[src/rtl/mux_arb_pkg.sv]
// Shared types and helpers for the 8-way round-robin mux arbiter.
package mux_arb_pkg;

    // Requester count is tied to the 3-bit mux select.
    localparam int unsigned NUM_REQ = 8;
    localparam int unsigned SEL_W   = $clog2(NUM_REQ);

    typedef enum logic {
        IDLE,
        GRANT
    } arb_state_e;

    typedef logic [SEL_W-1:0]   sel_t;
    typedef logic [NUM_REQ-1:0] req_t;

    // One-hot vector with bit s set.
    function automatic req_t onehot(input sel_t s);
        req_t v;
        v    = '0;
        v[s] = 1'b1;
        return v;
    endfunction

    // Next index with natural 7->0 wrap from the 3-bit width.
    function automatic sel_t wrap_inc(input sel_t s);
        return s + sel_t'(1);
    endfunction

endpackage

[src/rtl/rr_pick8.sv]
// Combinational rotating-priority picker: first set request at or after ptr_i,
// wrapping 7->0. idx_o is only meaningful when found_o is high.
module rr_pick8
    import mux_arb_pkg::*;
(
    input  logic [NUM_REQ-1:0] req_i,
    input  sel_t               ptr_i,
    output logic               found_o,
    output sel_t               idx_o
);

    sel_t w_cand;

    // Walk the requests from the priority pointer and keep the first hit.
    always_comb begin
        found_o = 1'b0;
        idx_o   = ptr_i;
        w_cand  = ptr_i;
        for (int unsigned i = 0; i < NUM_REQ; i++) begin
            w_cand = ptr_i + sel_t'(i);
            if (!found_o && req_i[w_cand]) begin
                found_o = 1'b1;
                idx_o   = w_cand;
            end
        end
    end

endmodule

[src/rtl/mux8_rr_arbiter.sv]
// Round-robin arbiter sharing one 8:1 datapath mux. A grant is held until the
// owner's last beat, a beat-limit timeout or an abandon; priority then rotates
// to the index after the owner and a new owner is picked in the same cycle.
module mux8_rr_arbiter
    import mux_arb_pkg::*;
#(
    parameter int unsigned MAX_BEATS = 16
) (
    input  logic               clk_i,
    input  logic               rst_ni,
    input  logic [NUM_REQ-1:0] req_i,
    input  logic [NUM_REQ-1:0] last_i,
    input  logic               ready_i,
    output logic [NUM_REQ-1:0] gnt_o,
    output logic [SEL_W-1:0]   sel_o,
    output logic               valid_o,
    output logic               busy_o
);

    if (NUM_REQ != 8) begin : g_bad_num_req
        $error("mux8_rr_arbiter supports exactly 8 requesters");
    end
    if (MAX_BEATS < 1) begin : g_bad_max_beats
        $error("mux8_rr_arbiter needs MAX_BEATS >= 1");
    end

    localparam int unsigned CNT_W = $clog2(MAX_BEATS + 1);
    typedef logic [CNT_W-1:0] cnt_t;
    localparam cnt_t BEAT_LAST = cnt_t'(MAX_BEATS - 1);

    arb_state_e r_state, w_state_nxt;
    sel_t       r_ptr, w_ptr_nxt;
    sel_t       r_owner, w_owner_nxt;
    cnt_t       r_beat_cnt, w_beat_cnt_nxt;

    logic w_busy;
    logic w_owner_req;
    logic w_valid;
    logic w_xfer;
    logic w_at_limit;
    logic w_release;
    sel_t w_rel_ptr;
    sel_t w_pick_ptr;
    logic w_found;
    sel_t w_pick_idx;

    // Handshake and release decode for the current owner.
    always_comb begin
        w_busy      = (r_state == GRANT);
        w_owner_req = req_i[r_owner];
        w_valid     = w_busy & w_owner_req;
        w_xfer      = w_valid & ready_i;
        w_at_limit  = (r_beat_cnt == BEAT_LAST);
        // An abandon can never coincide with a transfer since valid needs the request.
        w_release   = w_busy & ((w_xfer & (last_i[r_owner] | w_at_limit)) | ~w_owner_req);
        w_rel_ptr   = wrap_inc(r_owner);
        // One picker serves both the idle pick and the release re-pick.
        w_pick_ptr  = w_busy ? w_rel_ptr : r_ptr;
    end

    rr_pick8 u_pick (
        .req_i  (req_i),
        .ptr_i  (w_pick_ptr),
        .found_o(w_found),
        .idx_o  (w_pick_idx)
    );

    // Next-state logic: arbitration in IDLE, beat tracking and handover in GRANT.
    always_comb begin
        w_state_nxt    = r_state;
        w_ptr_nxt      = r_ptr;
        w_owner_nxt    = r_owner;
        w_beat_cnt_nxt = r_beat_cnt;
        unique case (r_state)
            IDLE: begin
                if (w_found) begin
                    w_state_nxt    = GRANT;
                    w_owner_nxt    = w_pick_idx;
                    w_beat_cnt_nxt = '0;
                end
            end
            GRANT: begin
                if (w_release) begin
                    w_ptr_nxt      = w_rel_ptr;
                    w_beat_cnt_nxt = '0;
                    if (w_found) begin
                        w_owner_nxt = w_pick_idx;
                    end else begin
                        // Owner is kept so the mux select holds while idle.
                        w_state_nxt = IDLE;
                    end
                end else if (w_xfer) begin
                    w_beat_cnt_nxt = r_beat_cnt + cnt_t'(1);
                end
            end
            default: begin
                w_state_nxt = IDLE;
            end
        endcase
    end

    // State registers; reset drops any grant immediately.
    always_ff @(posedge clk_i or negedge rst_ni) begin
        if (!rst_ni) begin
            r_state    <= IDLE;
            r_ptr      <= '0;
            r_owner    <= '0;
            r_beat_cnt <= '0;
        end else begin
            r_state    <= w_state_nxt;
            r_ptr      <= w_ptr_nxt;
            r_owner    <= w_owner_nxt;
            r_beat_cnt <= w_beat_cnt_nxt;
        end
    end

    // Outputs decode from registered state only, except valid which follows the request.
    always_comb begin
        busy_o  = w_busy;
        valid_o = w_valid;
        sel_o   = r_owner;
        gnt_o   = w_busy ? onehot(r_owner) : '0;
    end

    a_gnt_onehot0 : assert property (@(posedge clk_i) disable iff (!rst_ni)
        $onehot0(gnt_o));
    a_valid_busy : assert property (@(posedge clk_i) disable iff (!rst_ni)
        valid_o |-> busy_o);
    a_sel_matches : assert property (@(posedge clk_i) disable iff (!rst_ni)
        busy_o |-> (gnt_o == onehot(sel_o)));
    a_cnt_range : assert property (@(posedge clk_i) disable iff (!rst_ni)
        r_beat_cnt <= BEAT_LAST);

endmodule

[config.mk]
export PLATFORM = sky130hd
export DESIGN_NAME = mux8_rr_arbiter
export DESIGN_NICKNAME = d
export VERILOG_FILES = /design/src/rtl/mux_arb_pkg.sv /design/src/rtl/rr_pick8.sv /design/src/rtl/mux8_rr_arbiter.sv
export SDC_FILE = /design/constraint.sdc
export NUM_CORES = 1
export LEC_CHECK = 0
export CORE_MARGIN = 8
export CORE_UTILIZATION = 35
export CTS_BUF_LIST = sky130_fd_sc_hd__clkbuf_16
export DETAILED_ROUTE_END_ITERATION = 16
export PLACE_DENSITY = 0.59
export SYNTH_ARGS = -nofsm -noshare
export SYNTH_HDL_FRONTEND = slang
export SYNTH_SLANG_ARGS = --single-unit
export TNS_END_PERCENT = 100
[constraint.sdc]
create_clock -name clk_i -period 10.6 [get_ports clk_i]
set_input_delay 1.59 -clock clk_i [delete_from_list [all_inputs] [get_ports clk_i]]
set_output_delay 1.59 -clock clk_i [all_outputs]
set_load 0.02 [all_outputs]
Yosys cells after proc, flatten, opt, wreduce, memory -nomap -nowiden. Index checks and enable logic that the tools add are counted.

Word-level logic and storage cells: 101. Register bits after elaboration: 12. Input port bits: 19. Output and inout port bits: 13.

Equal/unequal tests: 4. Mux-type cells: 49. Magnitude comparators: 10. Add/subtract/negate cells: 9. Reductions and logical operators: 17. Bitwise gates (word level): 8.

Operators by type and width (count): 3-bit by 4-bit < comparator with 1-bit output, second input constant (9); 1-bit binary-select mux with 3-bit select (10); 3-bit 2-to-1 mux (10); 1-bit 2-to-1 mux (21); 5-bit 2-to-1 mux (3); 3-bit adder, second input constant (4); 5-bit case mux with 2 select lines (1); 1-bit logical AND (8); 8-bit 2-to-1 mux (1); 1-bit logical NOT (7); 3-bit by 1-bit adder with 3-bit output, second input constant (2); 3-bit by 2-bit adder with 3-bit output, second input constant (2); 3-bit case mux with 2 select lines (1); 5-bit by 1-bit adder with 5-bit output, second input constant (1); 5-bit by 4-bit == test with 1-bit output, second input constant (1); 1-bit bitwise AND (4); 2-bit by 1-bit != test with 1-bit output, second input constant (2); 2-bit AND reduction (2); 1-bit demux with 3-bit select (1); 3-bit by 1-bit greater-or-equal comparator with 1-bit output, second input constant (1); 3-bit by 1-bit != test with 1-bit output, second input constant (1); 1-bit inverter (2); 1-bit OR (2); 1-bit case mux with 2 select lines (1).

Logic depth before layout (Yosys ltp). Gate-level depths: netlist (run 1).

Depth after elaboration: 29. Gate-level depth with buffers: 16. Mapped depth without buffers: 13.

By module. A second synthesis (run 1) with hierarchy kept.

Cell total of the unflattened synthesis: 182. Area, all modules: 1765.4 um2.

By module, submodules not included: mux8_rr_arbiter (area an instance 898.4 um2, cells an instance 85, instances 1); rr_pick8 (area an instance 867.1 um2, cells an instance 97, instances 1).

Worst setup path after synthesis (run 1). No wires, ideal clock.

Kind: input to output. From: input req_i[7]. To: output valid_o. Arrival: 2662 ps. Path slack: 6348 ps. Stages: 5. Data required time: 9010 ps. Cell sequence: clkbuf_1 mux4_2 mux2_2 nand2_1 inv_1.

Longest elaborated chain between the ends: 3.

RTL lines: start: declaration (RTL line mux8_rr_arbiter.sv:11) `input logic [NUM_REQ-1:0] req_i,`; 1-bit binary-select mux with 3-bit select (RTL line mux8_rr_arbiter.sv:50) `w_owner_req = req_i[r_owner];`; 1-bit 2-to-1 mux (implied by the code) (RTL line mux8_rr_arbiter.sv:50); 1-bit bitwise AND (RTL line mux8_rr_arbiter.sv:51) `w_valid = w_busy & w_owner_req;`; end: declaration (RTL line mux8_rr_arbiter.sv:16) `output logic valid_o,`.

No other way between the ends. The select of a mux whose other input is x is not followed.

Worst setup path in the final report (run 1). Same ends and word-level chain as after synthesis.

==> results.json, run 1 <==
{
  "status": "finished, final reports clean",
  "synth_top_area_cell": "dfrtp_1",
  "synth_nets": 259,
  "clk_root_buffer_cell": "clkbuf_16",
  "hold_class": "reg2reg",
  "worst_slew_pin_slew_ns": 0.9758,
  "synth_edf_count": 0,
  "rsz0062_at_grt": "false",
  "layout-drive-gt1-share_pct": 11.72,
  "worst_r2r_endpoint": "sel_o[1]",
  "syn-cell-area_sq_um": 1867,
  "crit_end": "valid_o",
  "drv_slew": 0,
  "vias": 2032,
  "viasPerCell": 6.233,
  "ys_warn_count": 0,
  "synth_top_area_share_pct": 16.09,
  "worstPathCellList": "clkdlybuf4s50_1 > mux4_2 > mux2_2 > nand2_1 > inv_1 > clkdlybuf4s50_1",
  "cp_slowest_cell": "clkdlybuf4s50_1",
  "period_needed_ns": 5.317,
  "worst-path-stages": 6,
  "use_met1_pct": 19.65,
  "crit_buf_inv": 3,
  "io_buffer_count": 31,
  "ff2ff_setup_slack_ns": 6.11,
  "finalHoldViolations": 0,
  "numClockSinks": 12,
  "grt_max_degree": 21,
  "antenna_found_initial": 0,
  "grt_use_total_pct": 15.29,
  "drc_errors": 0,
  "cts_hold_buf": 0,
  "n_antenna_cell": 0,
  "path_class": "in2out",
  "boundaryPins": 32,
  "die_x_microns": 89.03,
  "worst_path_largest_cell_delay_ns": 0.59,
  "layout-area-overhead-vs-synth_pct": 21.92,
  "setup-tns-final_ns": 0,
  "fin_area_sq_um": 2276,
  "cts_tree": "built",
  "critPathLaunchType": "primary input",
  "finalNetCount": 281,
  "end_kind": "output pin",
  "ant_nets": 0,
  "required_ns": 9.01,
  "fmaxAchievable_mhz": 188.1,
  "reg2reg_from": "busy_o",
  "core_sq_um": 5140,
  "die-area_sq_um": 7926,
  "dp_hpwl_microns": 4348,
  "first_global_vias": 1911,
  "num_rows": 26,
  "clkSlewWorstSetupHoldPaths_ns": 0.04,
  "fin_skew_ns": 0.001141,
  "syn_inst": 236,
  "die_h_microns": 89.03,
  "clk-insertion-delay-late_ns": 0.24,
  "grt_use_met2_pct": 24.80,
  "wire_per_inst_microns": 18.04,
  "worst-path-max-fanout": 10,
  "htree_num_levels": 1,
  "synth-seq-area-share_pct": 16.09,
  "grt_use_met3_pct": 2.849,
  "numCtsBuffers": 3,
  "postCtsSetupRepairBufs": 0,
  "cpLargestDelayFamily": "buffers and inverters",
  "ctsResizeCount": 0,
  "drt-total-wl_microns": 5881,
  "synthFlopType": "dfrtp_1",
  "synthTopCellsByArea": "dfrtp_1 (16%), mux4_2 (6.0%), a211oi_1 (5.6%)",
  "cts.path.max_buffers": 2,
  "busiest_layer": "met2",
  "synthArstFlopShare_pct": 100.0,
  "worst_ep_arrival_time_ns": 3.73,
  "yosys.cell_types.count": 59,
  "setup_violations": 0,
  "grt-ovfl-total": 0,
  "grt_pass1_wl_microns": 9570,
  "crit_path_frequent_cell": "clkdlybuf4s50_1",
  "max_slew_margin_pct": 34.95,
  "r2r_cells": 12,
  "dr.pass1.iters": 5,
  "drv_cap": 0,
  "worstSetupStartpoint": "req_i[7]",
  "drt_iter0_drc": 194,
  "postSynthAreaPerCell_sq_um": 7.910,
  "start_util_pct": 36.32,
  "place_area_sq_um": 2201,
  "period_share_pct": 50.16,
  "place_congestion": 0.8804,
  "ys_ff_latch": 12
}
## how the worst min path moves through the flow
| stage | depth (start not counted) | start | to | slack (ns) |
|---|---|---|---|---|
| 2_1_floorplan | 2 | r_beat_cnt[4] | r_beat_cnt[4] | 0.45 |
| 3_3_place_gp | 2 | r_beat_cnt[4] | r_beat_cnt[4] | 0.46 |
| 3_5_place_dp | 2 | r_beat_cnt[4] | r_beat_cnt[4] | 0.47 |
| 4_1_cts | 2 | r_beat_cnt[4] | r_beat_cnt[4] | 0.48 |
| 5_1_grt | 2 | r_beat_cnt[4] | r_beat_cnt[4] | 0.52 |
| 6_report | 2 | r_beat_cnt[4] | r_beat_cnt[4] | 0.47 |
## registers in the layout (all words and copies together) (netlist names)
name	flops
sel_o	3
busy_o	1
r_beat_cnt	5
r_ptr	3
## stage by stage
step / setup slack (ns) / cells / hold slack (ns) / util, %
finish: 5.283 / 326 / 0.4702 / 44.28
global route: 5.207 / 326 / 0.5210 / 44.28
CTS: 5.292 / 326 / 0.4766 / 44.28
detailed placement: 5.308 / 323 / 0.4678 / 42.82
global placement: 5.330 / 323 / 0.4618 / 42.82
floorplan: 6.348 / 236 / 0.4485 / -
## synth_stat cells (2+ instances only)
master    count
nand2_1      22
a21oi_1      18
a211oi_1     14
nor2_1       14
dfrtp_1      12
mux2i_1      10
o21ai_0      10
clkbuf_1      9
nor3_1        9
a21o_1        7
and3_1        7
inv_1         7
nand2b_1      6
o21ai_1       6
mux4_2        5
ha_1          4
nand3_1       4
a32o_1        3
and2_1        3
buf_2         3
buf_4         3
mux2_2        3
o211ai_1      3
or2_2         3
a211oi_2      2
a21boi_0      2
a31oi_1       2
and4_1        2
inv_2         2
nand3b_1      2
nand4_1       2
nor2_2        2
nor2b_1       2
nor3b_1       2
nor4_1        2
o21a_1        2
o221ai_1      2
o31ai_1       2
or3_1         2
or4_1         2
## cell families after synthesis
group / count (synthesis) / synth area share, %
simple gates: 91 / 26.34
compound gates: 83 / 33.11
buf+inv: 24 / 5.630
mux: 19 / 13.94
flops: 12 / 16.09
fa+ha+maj: 4 / 2.681
xor+xnor: 3 / 2.212
## cells in the final DEF, fill, tap and decap left out, types with 3 or more instances in the layout
| cell | netlist | layout |
|---|---|---|
| a21o_1 | 7 | 7 |
| a211oi_1 | 14 | 14 |
| or2_2 | 3 | 3 |
| nor3_1 | 9 | 9 |
| mux2i_1 | 10 | 10 |
| ha_1 | 4 | 4 |
| a32o_1 | 3 | 3 |
| nand2b_1 | 6 | 6 |
| nand2_1 | 22 | 22 |
| mux2_2 | 3 | 3 |
| and2_1 | 3 | 3 |
| nand3_1 | 4 | 4 |
| clkdlybuf4s50_1 | 0 | 31 |
| dfrtp_1 | 12 | 12 |
| a21oi_1 | 18 | 18 |
| mux4_2 | 5 | 5 |
| o211ai_1 | 3 | 3 |
| o21ai_1 | 6 | 6 |
| clkbuf_16 | 0 | 3 |
| and3_1 | 7 | 7 |
| o21ai_0 | 10 | 10 |
| inv_1 | 7 | 7 |
| nor2_1 | 14 | 14 |
## metal layers
| metal | vias up | part of all wire, % |
|---|---|---|
| li1 | 953 | - |
| met1 | 967 | 44 |
| met2 | 94 | 46 |
| met3 | 18 | 7.2 |
| met4 | 0 | 2.4 |
| met5 | - | 0 |
## area by class of cell
class                           count  area, sq um
Sequential cell                    12        300.3
Clock buffer                        3        75.07
Fill cell                         532         2864
Multi-Input combinational cell    200         1461
Timing Repair Buffer               32        317.8
Tap cell                           70        87.58
Inverter                            9        33.78
## worst min-delay path: cells and delay by family (launching register included)
family	cells	cell delay, ns
compound gates	1	0.05
flops	1	0.33
simple gates	1	0.05
Power of run 1 is left out: the tool's default activity adds up to more than one toggle a clock period on the data nets, which glitch-free logic cannot reach.
==> run 2: changes to the inputs <==
- clock period: 10.6 -> 5.1 ns (I/O delays scaled with it)
==> run 2 against run 1 <==
Setup slack got worse by 4.1 ns. Cell count grew 0.92%. Non-clock buffer count is 3 higher. Register-to-register slack got worse by 4.9 ns. Sequential share of layout area shrank 0.13 points. Highest routed layer unchanged.
==> results.json, run 2 (synthesis results as in run 1) <==
{
  "max_slew_margin_pct": 32.67,
  "numCtsBuffers": 3,
  "hold_depth": 2,
  "hold_class": "reg2reg",
  "core_sq_um": 5140,
  "drc_errors": 0,
  "worst_path_largest_cell_delay_ns": 0.83,
  "fin_skew_ns": 0.001758,
  "drt-total-wl_microns": 5775,
  "fillers": 551,
  "wire_per_inst_microns": 17.55,
  "status": "finished, final reports clean",
  "htree_num_levels": 1,
  "layout-drive-gt1-share_pct": 12.74,
  "worst-path-max-fanout": 14,
  "required_ns": 5.28,
  "clkSlewWorstSetupHoldPaths_ns": 0.04,
  "cp_slowest_cell": "a21oi_1",
  "fmaxAchievable_mhz": 258.0,
  "start_util_pct": 36.32,
  "first_global_vias": 1917,
  "post-place-ws_ns": 1.283,
  "finalNetCount": 284,
  "boundaryPins": 32,
  "regMostFlops": "r_beat_cnt",
  "worst_ep_arrival_time_ns": 4.05,
  "ctsResizeCount": 0,
  "cts_tree": "built",
  "cts.path.max_buffers": 2,
  "stdcell_count": 329,
  "setup-tns-final_ns": 0,
  "viasPerCell": 6.012,
  "cts_hold_buf": 0,
  "die_h_microns": 89.03,
  "num_rows": 26,
  "die_x_microns": 89.03,
  "antenna_found_initial": 0,
  "reg2reg_from": "sel_o[0]",
  "r2r_cells": 10,
  "grt_pass1_wl_microns": 9666,
  "period_share_pct": 76.01,
  "period_needed_ns": 3.877,
  "numClockSinks": 12,
  "final_core_util_pct": 44.72,
  "io_buffer_count": 31,
  "layout-area-overhead-vs-synth_pct": 23.12,
  "grt_use_total_pct": 15.28,
  "min_from": "r_beat_cnt[4]",
  "grt_max_degree": 20,
  "setup_violations": 0,
  "path_class": "reg2reg",
  "dr.pass1.iters": 4,
  "drv_slew": 0,
  "postCtsSetupRepairBufs": 0,
  "rsz0062_at_grt": "false",
  "worst_slew_pin_slew_ns": 1.010,
  "grt-ovfl-total": 0,
  "critPathLaunchType": "flop",
  "worstPathCellList": "ha_1 > xnor2_2 > a21oi_1 > a211oi_1 > o21ai_0 > o21ai_1 > nand4b_2 > o41ai_4 > or4_1 > nand2_1",
  "dp_hpwl_microns": 4399,
  "ff2ff_setup_slack_ns": 1.22,
  "setup_ws_ns": 1.223,
  "clk_root_buffer_cell": "clkbuf_16",
  "final_cell_mix": "clkdlybuf4s50_1 (31), nand2_1 (22), a21oi_1 (18)",
  "drt_iter0_drc": 229,
  "end_kind": "flop",
  "worst_r2r_endpoint": "r_beat_cnt[3]",
  "final_common_cell": "clkdlybuf4s50_1",
  "largest_reg_flops": 5,
  "vias": 1978,
  "place_congestion": 0.9537,
  "drv_cap": 0,
  "finalHoldViolations": 0,
  "hold_path_end": "r_beat_cnt[4]",
  "placedCellCount": 326,
  "ant_nets": 0,
  "n_antenna_cell": 0,
  "clk-insertion-delay-late_ns": 0.24,
  "die-area_sq_um": 7926
}
## run 2: changes by cell type in the layout (fill, tap and decap cells not counted)
| cell | before | now |
|---|---|---|
| buf_4 | 1 | 4 |
## run 2: through the flow
stage	hold WS, ns	cell area (sq um)
6_report	0.4758	2298
5_1_grt	0.5124	2298
3_5_place_dp	0.4748	2223
2_1_floorplan	0.4485	1867
3_3_place_gp	0.4759	2223
4_1_cts	0.4836	2298
## run 2: worst max path at each step
stage | start | end
3_3_place_gp | sel_o[0] | r_beat_cnt[0]
3_5_place_dp | sel_o[0] | r_beat_cnt[0]
6_report | sel_o[0] | r_beat_cnt[3]
5_1_grt | sel_o[0] | r_beat_cnt[3]
2_1_floorplan | sel_o[0] | sel_o[2]
4_1_cts | sel_o[0] | r_beat_cnt[0]
## run 2: cell type report
| cell class | count | area (sq um) | area share, % |
|---|---|---|---|
| Inverter | 9 | 33.78 | 1.470 |
| Clock buffer | 3 | 75.07 | 3.266 |
| Timing Repair Buffer | 35 | 340.3 | 14.81 |
| Multi-Input combinational cell | 200 | 1461 | 63.58 |
| Sequential cell | 12 | 300.3 | 13.06 |
| Tap cell | 70 | 87.58 | 3.811 |
## run 2: worst max-delay path, delay by kind of cell (launching register included)
family	cells	cell delay (ns)
compound gates	5	1.92
simple gates	3	0.79
flops	1	0.64
fa+ha+maj	1	0.34
xor+xnor	1	0.11
## run 2: layer usage
layer / vias to the layer above / part of all wire (%) / global-route usage (%)
met1: 944 / 46 / 19.51
met2: 80 / 45 / 24.60
met5: - / 0 / 0
met3: 4 / 7.8 / 4.044
met4: 0 / 0.59 / 4.230
li1: 950 / - / -
Power of run 2 is left out for the same reason.
==> run 3: changes to the inputs <==
- PLACE_DENSITY: 0.59 -> 0.61
- clock period: 5.1 -> 3.15 ns (I/O delays scaled with it)
==> run 3 against run 2 <==
Register-to-register slack worse by 1.2 ns. Critical path type unchanged. Clock-buffer cell count stayed put. Wire length grew 14%.
==> results.json, run 3 (synthesis results as in run 1) <==
{
  "largest_reg_flops": 5,
  "period_needed_ns": 3.086,
  "die-area_sq_um": 7926,
  "layout-area-overhead-vs-synth_pct": 49.66,
  "io_buffer_count": 31,
  "n_antenna_cell": 0,
  "multi_input_area_sq_um": 1580,
  "end_kind": "flop",
  "worstPathCellList": "and2b_2 > nor2_4 > inv_2 > ha_4 > a211oi_4 > buf_4 > buf_4 > o221ai_2 > nand2_2 > or2_1 > buf_4 > nor2_1 > or3_1 > a21o_1 > a31oi_1",
  "ant_nets": 0,
  "crit_path_frequent_cell": "buf_4",
  "rsz0062_at_grt": "true",
  "period_share_pct": 97.97,
  "dp_hpwl_microns": 5084,
  "regMostFlops": "r_beat_cnt",
  "layout-drive-gt1-share_pct": 32.25,
  "antenna_found_initial": 0,
  "required_ns": 3.31,
  "vias": 2158,
  "fmaxAchievable_mhz": 324.1,
  "drt_iter0_drc": 117,
  "first_global_vias": 2124,
  "worst_ep_arrival_time_ns": 3.24,
  "die_x_microns": 89.03,
  "numCtsBuffers": 3,
  "cts.path.max_buffers": 2,
  "viasPerCell": 5.724,
  "grt_pass1_wl_microns": 10950,
  "grt-ovfl-total": 0,
  "final_cell_mix": "buf_4 (49), clkdlybuf4s50_1 (31), nand2_1 (21)",
  "wire_per_inst_microns": 17.43,
  "finalNetCount": 331,
  "grt_max_degree": 18,
  "boundaryPins": 32,
  "num_rows": 26,
  "numClockSinks": 12,
  "drv_cap": 0,
  "fin_skew_ns": 0.003488,
  "cts_hold_buf": 0,
  "fin_area_sq_um": 2794,
  "grt_use_total_pct": 17.41,
  "register_area_sq_um": 304.0,
  "clkSlewWorstSetupHoldPaths_ns": 0.05,
  "cp_slowest_cell": "dfrtp_2",
  "hold_class": "reg2reg",
  "finalHoldViolations": 0,
  "fillers": 483,
  "clk_root_buffer_cell": "clkbuf_16",
  "max_slew_margin_pct": 62.08,
  "drv_slew": 0,
  "place_congestion": 0.9448,
  "hold_ws_ns": 0.4886,
  "worst-path-max-fanout": 5,
  "worst_path_largest_cell_delay_ns": 0.43,
  "setup_violations": 0,
  "crit_buf_inv": 4,
  "start_util_pct": 36.32,
  "final_common_cell": "buf_4",
  "clk-insertion-delay-late_ns": 0.24,
  "critPathLaunchType": "flop",
  "status": "finished, final reports clean",
  "cts_tree": "built",
  "path_class": "reg2reg",
  "drt-total-wl_microns": 6572,
  "cpLargestDelayFamily": "simple AND/OR/NAND/NOR gates",
  "die_h_microns": 89.03,
  "dr.pass1.iters": 4,
  "core_sq_um": 5140,
  "worst_slew_pin_slew_ns": 0.5671,
  "drc_errors": 0,
  "place_area_sq_um": 2597,
  "final_core_util_pct": 54.36,
  "htree_num_levels": 1
}
## run 3: changes by cell type in the layout (fill, tap and decap cells not counted), moves of 2 or more
| cell | change |
|---|---|
| dfrtp_1 | -3 |
| nor2b_1 | -2 |
| a211oi_1 | -2 |
| mux2i_1 | -2 |
| buf_4 | +45 |
| a211oi_4 | +2 |
| nor2b_2 | +2 |
| dfrtp_2 | +3 |
| ha_4 | +2 |
| ha_1 | -2 |
## run 3: worst paths after layout
path	start	cells after the start	slack, ns	endpoint
setup / recovery	busy_o	15	0.06	sel_o[0]
hold / removal	r_beat_cnt[4]	2	0.49	r_beat_cnt[4]
setup reg to reg	busy_o	15	0.06	sel_o[0]
hold reg to reg	r_beat_cnt[4]	2	0.49	r_beat_cnt[4]
max in group asynchronous	rst_ni	1	2.15	sel_o[0]
min in group asynchronous	rst_ni	1	0.60	sel_o[2]
## run 3: layout make-up
type,instances,area share (%)
multi-input combinational,200,56.56
timing repair buffer,82,25.39
sequential,12,10.88
tap,70,3.135
clock buffer,3,2.687
inverter,9,1.209
clock inverter,1,0.1343
## run 3: worst min-delay path, stage by stage (launching register included)
cell and delay (ns):
dfrtp_1 0.34, nand2_1 0.06, o31ai_1 0.05
## run 3: per-stage QoR
step / instances / setup TNS [ns] / setup WS (ns)
4_1_cts: 372 / 0 / 0.003094
2_1_floorplan: 236 / -1.156 / -0.2192
3_5_place_dp: 366 / -0.1688 / -0.04879
6_report: 377 / 0 / 0.06407
3_3_place_gp: 366 / -0.1708 / -0.03773
5_1_grt: 377 / -0.2936 / -0.1045
## run 3: timing repair
| action | CTS | global route |
|---|---|---|
| gates resized for setup | 9 | 7 |
| cloned | 0 | 0 |
| setup endpoints to repair | 9 | 9 |
| pin swaps | 9 | 8 |
| setup buffers | 2 | 5 |
## run 3: per-layer routing
layer / track usage, % / vias up / wire [microns]
li1: - / 1047 / -
met1: 23.16 / 1015 / 2904
met2: 28.30 / 84 / 3123
met3: 3.768 / 12 / 437
met4: 3.021 / 0 / 106
met5: 0 / - / 0
Power of run 3 is left out for the same reason.
